$ cat src/rtl/mul_seq_shiftadd.sv
// Sequential shift-add multiplier, one multiplier bit per clock.
// Define MUL_SIGNED_EN for two's complement operands and product.
`timescale 1ns/1ps

module mul_seq_shiftadd #(
  parameter int X_WIDTH = 8,
  parameter int Y_WIDTH = 8,
  parameter int P_WIDTH = X_WIDTH + Y_WIDTH
) (
  input  logic               clk,
  input  logic               rst_n,
  input  logic               in_valid,
  output logic               in_ready,
  input  logic [X_WIDTH-1:0] x,
  input  logic [Y_WIDTH-1:0] y,
  output logic               out_valid,
  input  logic               out_ready,
  output logic [P_WIDTH-1:0] p,
  output logic               busy
);

  localparam int A_WIDTH = P_WIDTH + 1;
  localparam int C_WIDTH = (Y_WIDTH > 1) ? $clog2(Y_WIDTH) : 1;

  localparam logic [1:0] S_IDLE = 2'd0;
  localparam logic [1:0] S_RUN  = 2'd1;
  localparam logic [1:0] S_DONE = 2'd2;

  logic [1:0]         state;
  logic [1:0]         state_nx;
  logic [X_WIDTH-1:0] xr;
  logic [Y_WIDTH-1:0] yr;
  logic [A_WIDTH-1:0] acc;
  logic [A_WIDTH-1:0] acc_nx;
  logic [C_WIDTH-1:0] cnt;
  logic [P_WIDTH-1:0] p_q;
  logic [X_WIDTH:0]   hi;
  logic [X_WIDTH:0]   addend;
  logic [X_WIDTH:0]   sum;
  logic               fill;
  logic               last;
  logic               accept;
  logic               deliver;
  logic               in_idle;
  logic               in_run;
  logic               in_done;

  assign in_idle = (state == S_IDLE);
  assign in_run  = (state == S_RUN);
  assign in_done = (state == S_DONE);

  assign in_ready  = in_idle | (in_done & out_ready);
  assign out_valid = in_done;
  assign busy      = in_run;
  assign p         = p_q;

  assign accept  = in_valid & in_ready;
  assign deliver = out_valid & out_ready;

  assign last = (cnt == C_WIDTH'(Y_WIDTH - 1));
  assign hi   = acc[A_WIDTH-1:Y_WIDTH];

`ifdef MUL_SIGNED_EN
  // The final multiplier bit carries negative weight.
  assign addend = {xr[X_WIDTH-1], xr};
  assign sum    = !yr[0] ? hi :
                  last   ? hi - addend :
                           hi + addend;
  assign fill   = sum[X_WIDTH];
`else
  assign addend = {1'b0, xr};
  assign sum    = yr[0] ? hi + addend : hi;
  assign fill   = 1'b0;
`endif

  assign acc_nx = A_WIDTH'({fill, sum, acc[Y_WIDTH-1:0]} >> 1);

  always_comb begin
    state_nx = state;
    unique case (1'b1)
      in_idle: begin
        if (accept) state_nx = S_RUN;
      end
      in_run: begin
        if (last) state_nx = S_DONE;
      end
      in_done: begin
        if (deliver) state_nx = accept ? S_RUN : S_IDLE;
      end
      default: state_nx = S_IDLE;
    endcase
  end

  always_ff @(posedge clk or negedge rst_n) begin
    if (!rst_n) begin
      state <= S_IDLE;
      xr    <= '0;
      yr    <= '0;
      acc   <= '0;
      cnt   <= '0;
      p_q   <= '0;
    end else begin
      state <= state_nx;
      if (accept) begin
        xr  <= x;
        yr  <= y;
        acc <= '0;
        cnt <= '0;
      end else if (in_run) begin
        acc <= acc_nx;
        yr  <= yr >> 1;
        cnt <= cnt + C_WIDTH'(1);
        if (last) p_q <= acc_nx[P_WIDTH-1:0];
      end
    end
  end

endmodule

$ cat config.mk
export PLATFORM = sky130hd
export DESIGN_NAME = mul_seq_shiftadd
export DESIGN_NICKNAME = d
export VERILOG_FILES = /design/src/rtl/mul_seq_shiftadd.sv
export SDC_FILE = /design/constraint.sdc
export NUM_CORES = 1
export LEC_CHECK = 0
export ABC_AREA = 1
export ABC_CLOCK_PERIOD_IN_PS = 2100
export BUFFER_PORTS_ARGS = -buffer_cell sky130_fd_sc_hd__buf_2
export CAP_MARGIN = 20
export CELL_PAD_IN_SITES_DETAIL_PLACEMENT = 1
export CELL_PAD_IN_SITES_GLOBAL_PLACEMENT = 2
export CORE_UTILIZATION = 33
export DETAILED_ROUTE_END_ITERATION = 6
export PLACE_DENSITY = 0.79
export SYNTH_ARGS = -nofsm -noshare
export SYNTH_HDL_FRONTEND = slang
export SYNTH_SLANG_ARGS = --single-unit
$ cat constraint.sdc
create_clock -name clk -period 2.1 [get_ports clk]
set_clock_uncertainty 0.1 [all_clocks]
set_input_delay 0.315 -clock clk [delete_from_list [all_inputs] [get_ports clk]]
set_output_delay 0.315 -clock clk [all_outputs]
set_load 0.1 [all_outputs]
* After elaboration in Yosys (flattened, before gate mapping) *
Index checks and enable logic that the tools add are counted.
W data, S select, Z words.

cells by class
  add/subtract/negate cells = 2
  equality and inequality tests = 6
  multiplexer cells = 12
  bitwise gates (word level) = 4
  reduce and logical (&&, ||, !) cells = 4

operators with widths
  kind                   number
  $mux W17               2
  $mux W8                2
  $add A9 B8 Y9          1
  $mux W9                1
  $mux W2                3
  $mux W3                2
  $pmux W2 S3            1
  $reduce_and A3 Y1      2
  $ne A2 B1 Y1 const B   2
  $add A3 B1 Y3 const B  1
  $eq A3 B3 Y1 const B   1
  $and A1 B1 Y1          2
  $eq A2 B1 Y1 const B   1
  $eq A2 B2 Y1 const B   1
  $logic_not A2 Y1       1
  $ne A2 B2 Y1 const B   1
  $reduce_bool A2 Y1     1
  $mux W1                1
  $not A1 Y1             1
  $or A1 B1 Y1           1

word-level totals
  flip-flop bits (word level) = 54
  input port bits = 20
  output and inout bits = 19
  word-level logic and storage cells = 34

* Logic depth before layout (Yosys ltp) *
Gate-level depths: netlist of the first run.

  word-level depth = 7
  mapped depth = 10
  depth with buffers taken out = 10

* Worst setup path after synthesis of the first run *
OpenSTA, ideal clock, no wires.

  kind = register to output
  start = register state[1]
  end = output port out_valid
  arrival time = 1.694 ns
  data required time = 1.685 ns
  slack = -0.009 ns
  cell stages (with the launch flop) = 3
  buffers on the path = 0
  cell sequence = dfrtp_1 inv_2 nor2_1

on the way
  cells in the longest elaborated chain, start to end = 1

RTL lines
  item                    RTL line  text
  start, declared         29        logic [1:0] state;
  start signal, assigned  103       state <= state_nx;
  $eq A2 B2 Y1            50        assign in_done = (state == S_DONE);
  end, declared           16        output logic out_valid,

Every way passes these cells.

* Worst setup path in the final report of the first run *
  start = register state[0]
  end = output port busy

on the way
  cells in the longest elaborated chain, start to end = 1

RTL lines
  item           RTL line  text
  $eq A2 B1 Y1   49        assign in_run = (state == S_RUN);
  end, declared  19        output logic busy

Every way passes these cells.

==> impl_results.md, run 1 <==
- Starting Density: around a third
- Top Family by Delay on Critical Path: buffers and inverters
- Worst setup SP type: flop
- Hold_ws: 101 ps
- Clk slew on worst S/H paths: 100 ps
- Synth warnings: 0
- Clk buf depth: 2
- Worst-Skew Late Latency: roughly 300 ps
- Status: finished clean
- H-tree Lvls: 2
- Global Route Usage Sum: approximately 16%
- Die width: 88.1 µm
- HP Start: x[3]
- Final Hold Fails: 0
- Std cell rows: 31
- Routed Antenna Nets: 0
- Dpl ws: 213 ps
- Setup TNS: 0 ps
- CP max-delay cell: buf_2
- Final WS setup: about 110 ps
- FMAX: 0.503 GHz
- Cts bufs inserted: 5
- Routability cong.: about 0.71
- Final count of negative-setup-slack endpoints: 0
- Share of layout cells above drive strength 1: around a fifth
- Hold path cells: 3
- Kind of critical path: reg -> out
- Fin nets: 357
- Asr flop ratio synth: 100%
- CP cell instances: inv_2, nor2_4, buf_2
- WP data arrival: between 1500 and 2000 ps
- Worst setup EP type: primary output
- CP peak stage delay: roughly 500 ps
- Vias in the first global route: 2050
- Global-route wire length before repair: ~10000 µm
- R2R Setup Slk: ~190 ps
- Largest cells by area after synthesis: dfrtp_1, nand2_1, ha_1
- Mapped Cells: roughly 290
- R2r startpoint: xr[0]
- Wire per inst: around 14 µm
- Yosys reg bits: 52
- Port-buffer cells: 38
- Clock Tree Root: clkbuf_8
- Hold/Removal Path Class: in -> reg
- Boundary pin count: 39
- Multi-input gate area: 995 µm²
- Via-to-Cell Ratio: approximately 4.6
- Area Overhead vs Synth: 16.6%
- Number of synthesized flops with an enable pin: 0
- Core Footprint: about 7200 µm²
- Worst-Margin Slew: 527 ps
- Syn Area/Cell: between 8 and 9 µm²
- Seq/Total Area, Yosys: between 50% and 60%
- FF/Latch Area: 1300 µm²
- Worst setup path end: busy
- Die footprint: roughly 7800 µm²
- Cell area after synthesis: about 2400 µm²
- Slew Viols, Final: 0
- RR Endpoint: acc[13]
- Ant diodes: 0
- DR vias: slightly below 2000
- Crit path buffers/inverters: 2
- Synth area leader: dfrtp_1
- GR Overflow Total: 0
- TritonCTS clock tree: built
- Max cap viols: 0
- Pin count of the biggest net entering global routing: 53
- TritonRoute pass-1 iters: 4
- Iteration-0 DRC Markers: 87
- Levels on crit path: 3
- Total Wirelength: 5850 µm
- Die H: 88.1 µm
- Finished Layout Cells: 426
- Synth cell types: 27
- Rel. slew slack: ~65%
- Final HPWL DP: roughly 4000 µm
- Worst r2r path cells: 10
- CTS sink count: 52
- Worst Path Required: 1680 ps
- Most used DFF post-synth: dfrtp_1
- Post-route minimum period: 1990 ps
- Critical Path Source: state[0]
- RSZ-0062 raised after global routing: no
- # placed instances: roughly 420
- Syn nets: ~320
- Antenna violations before repair: 0
- Synth top area share: 53.2%
- Fillers: between 900 and 1000
- Tcrit/Tclk final: ~95%
- Residual DRC count: 0
- Crit path max fanout: 9
-- routing by layer --
layer	wire (µm)	GRT usage, %
met5	0	0
met4	41	3.08
met3	162	3.02
met2	2770	27.6
met1	2870	22.4
-- cell usage in the layout (no fill, tap or decap), drive strengths merged --
master / instances
nand2: 111
dfrtp: 52
buf: 41
inv: 28
nand3: 23
o21ai: 20
ha: 10
nor2: 8
o22ai: 7
clkbuf: 6
a21oi: 5
or2: 4
nand3b: 3
o211ai: 2
a22o: 2
a22oi: 1
o31ai: 1
fa: 1
clkinv: 1
dlygate4sd3: 1
-- flip-flops by register name (all words and copies together), names as in the netlist --
signal  cells
acc        15
cnt         3
p          16
state       2
xr          8
yr          8
-- cell families after synthesis --
logic type	Yosys count	synth area share, %
compound gates	38	9.00
fa+ha+maj	11	5.93
buf+inv	36	6.29
flops	52	53.2
simple gates	149	25.6
-- Yosys cell counts (2+ instances only) --
library cell    n
nand2_1       109
dfrtp_1        52
nand3_1        23
inv_1          20
o21ai_1        16
ha_1           10
inv_2           7
nor2_1          7
o22ai_1         7
buf_2           6
a21oi_1         5
nand3b_1        3
o21ai_0         3
or2_2           3
a22o_1          2
o211ai_1        2
-- area by class of cell --
class / instances / area share (%)
clock inverter: 2 / 0.482
multi-input combinational: 198 / 34.9
timing repair buffer: 42 / 8.25
tap: 99 / 4.34
clock buffer: 6 / 2.89
inverter: 27 / 3.55
sequential: 52 / 45.6
-- worst reg2reg max path, stage by stage, from the launching register on --
cell      delay, ps
dfrtp_1         400
ha_1            230
fa_1            390
nand2_1         100
nand2_1          90
nand3b_1        120
nand2_1          80
nand2_1          60
nand3_1          80
nand3_1         110
nand2_1          50
-- worst min path at each step --
stage	end	slack, ps
finish	xr[3]	100
global route	xr[6]	100
CTS	state[1]	100
detailed placement	p[10]	240
global placement	p[1]	240
floorplan	acc[10]	-80
-- metrics by stage --
step	util, %	instance area, µm²
after floorplan	-	2450
after global placement	38.1	2750
after detailed placement	38.1	2750
after CTS	39.5	2850
after global routing	39.5	2850
final	39.5	2850
-- repair_timing --
action,in CTS,in global routing
endpoints found under the hold margin,52,0
gates resized for setup,0,0
hold buffers,1,0
setup buffers,0,0
Power of run 1 is not shown: default switching activity piles up to over one toggle a cycle in this logic, so the estimate is an artifact.
==> run 2, diff against run 1 <==
--- a/config.mk
+++ b/config.mk
@@ -11,6 +11,7 @@
 export CAP_MARGIN = 20
 export CELL_PAD_IN_SITES_DETAIL_PLACEMENT = 1
 export CELL_PAD_IN_SITES_GLOBAL_PLACEMENT = 2
+export CORE_MARGIN = 2
 export CORE_UTILIZATION = 33
 export DETAILED_ROUTE_END_ITERATION = 6
 export PLACE_DENSITY = 0.79
==> impl_results.md, run 2 (synthesis gave the netlist of run 1 again) <==
- Status: finished clean (unchanged)
- Std cell rows: 31 (unchanged)
- Setup TNS: 0 ps (unchanged)
- Dpl ws: 231 ps (was 213 ps)
- Worst-Margin Slew: 556 ps (was 527 ps)
- Vias in the first global route: 2115 (was 2050)
- H-tree Lvls: 2 (unchanged)
- R2r startpoint: xr[0] (unchanged)
- RR Endpoint: acc[13] (unchanged)
- Die footprint: 8120 µm² (was 7760 µm²)
- Starting Density: 33.9% (unchanged)
- Via-to-Cell Ratio: 4.63 (was 4.62)
- CP max-delay cell: buf_2 (unchanged)
- Fin nets: 358 (was 357)
- Clk buf depth: 2 (unchanged)
- Share of layout cells above drive strength 1: 19.3% (was 19.6%)
- Global Route Usage Sum: 15.4% (was 16.4%)
- R2R Setup Slk: 220 ps (was 190 ps)
- Tcrit/Tclk final: 95.0% (was 94.6%)
- Clock Tree Root: clkbuf_8 (unchanged)
- Slew Viols, Final: 0 (unchanged)
- Die H: 90.1 µm (was 88.1 µm)
- Worst setup EP type: primary output (unchanged)
- Clk slew on worst S/H paths: 90 ps (was 100 ps)
- Boundary pin count: 39 (unchanged)
- Core Footprint: 7210 µm² (unchanged)
- Worst Hold End: xr[6] (was xr[3])
- TritonCTS clock tree: built (unchanged)
- Residual DRC count: 0 (unchanged)
- CTS sink count: 52 (unchanged)
- Post-route minimum period: 2000 ps (was 1990 ps)
- Fillers: 894 (was 907)
- WP data arrival: 1580 ps (was 1570 ps)
- Hold/Removal Path Class: in -> reg (unchanged)
- Total Wirelength: 5930 µm (was 5850 µm)
- Global-route wire length before repair: 10200 µm (was 9880 µm)
- Most frequent cells in the layout: nand2_1, dfrtp_1, buf_2, nand3_1, inv_1 (unchanged)
- Final WS setup: 104 ps (was 114 ps)
- Worst-Skew Late Latency: 300 ps (about the same)
- Antenna violations before repair: 0 (unchanged)
- Hold path cells: 3 (unchanged)
- DR vias: 1974 (was 1970)
- Max cap viols: 0 (unchanged)
- HP Start: x[6] (was x[3])
- Routability cong.: 0.747 (was 0.711)
- Iteration-0 DRC Markers: 65 (was 87)
- Final Hold Fails: 0 (unchanged)
- Worst Path Required: 1680 ps (about the same)
- Final count of negative-setup-slack endpoints: 0 (unchanged)
- Max reg flops: 16 (unchanged)
- Port-buffer cells: 38 (unchanged)
- Worst r2r path cells: 10 (unchanged)
- GR Overflow Total: 0 (unchanged)
- Crit path max fanout: 9 (unchanged)
- Area Overhead vs Synth: 16.1% (was 16.6%)
- FMAX: 0.501 GHz (was 0.503 GHz)
- Wire per inst: 13.9 µm (was 13.7 µm)
- Worst setup SP type: flop (unchanged)
- Cts bufs inserted: 5 (unchanged)
- Commonest non-fill, non-tap cell in the layout: nand2_1 (unchanged)
- CP cell instances: inv_2, nor2_4, buf_2 (unchanged)
- Rel. slew slack: 63.0% (was 64.9%)
- CTS resizes: 0 (unchanged)
- Die width: 90.1 µm (was 88.1 µm)
- Routed Antenna Nets: 0 (unchanged)
- Final HPWL DP: 4080 µm (was 4070 µm)
- CP peak stage delay: 500 ps (about the same)
- Pin count of the biggest net entering global routing: 53 (unchanged)
- Kind of critical path: reg -> out (unchanged)
- RSZ-0062 raised after global routing: no (unchanged)
- Ant diodes: 0 (unchanged)
- TritonRoute pass-1 iters: 4 (unchanged)
run 2: changes by cell type in the layout (fill, tap and decap cells not counted), sizes merged:
cell | previous run | this run
buf | 41 | 42
inv | 28 | 27
run 2: what timing repair did:
item / CTS / global route
endpoints found under the hold margin: 52 / 0
setup buffers: 0 / 0
hold buffers: 1 / 0
run 2: critical path: cells and delay by family (launching register included):
kind,cells,cell delay (ps)
simple gates,1,270
flops,1,430
buf+inv,2,580
run 2: area by class of cell:
| cell class | count | area [µm²] | area share [%] |
|---|---|---|---|
| Multi-Input combinational cell | 198 | 995 | 35.0 |
| Sequential cell | 52 | 1300 | 45.8 |
| Clock inverter | 1 | 5.00 | 0.176 |
| Inverter | 27 | 101 | 3.57 |
| Clock buffer | 6 | 72.6 | 2.55 |
| Timing Repair Buffer | 43 | 243 | 8.54 |
| Tap cell | 99 | 124 | 4.36 |
run 2: per-layer routing:
layer,track usage (%),vias up,part of all wire [%]
li1,-,995,-
met1,20.3,954,50
met2,26.7,23,48
met3,2.60,2,2.3
met4,3.46,0,0.59
met5,0,-,0
run 2: how the worst max path moves through the flow:
stage	endpoint	cells past startpoint	slack (ps)	start
6_report	busy	3	100	state[0]
5_1_grt	busy	3	30	state[0]
4_1_cts	busy	3	80	state[0]
3_5_place_dp	acc[13]	10	230	xr[0]
3_3_place_gp	p[13]	10	280	xr[0]
2_1_floorplan	acc[13]	10	380	xr[0]
run 2: metrics by stage:
stage                     instances  util (%)  cell area (µm²)  hold slack (ps)
after floorplan                 286         -             2450            -80.6
after global placement          418      38.2             2750              238
after detailed placement        418      38.2             2750              238
after CTS                       426      39.4             2840              102
after global routing            426      39.4             2840              110
final                           426      39.4             2840              105
Power of run 2 is left out for the same reason.
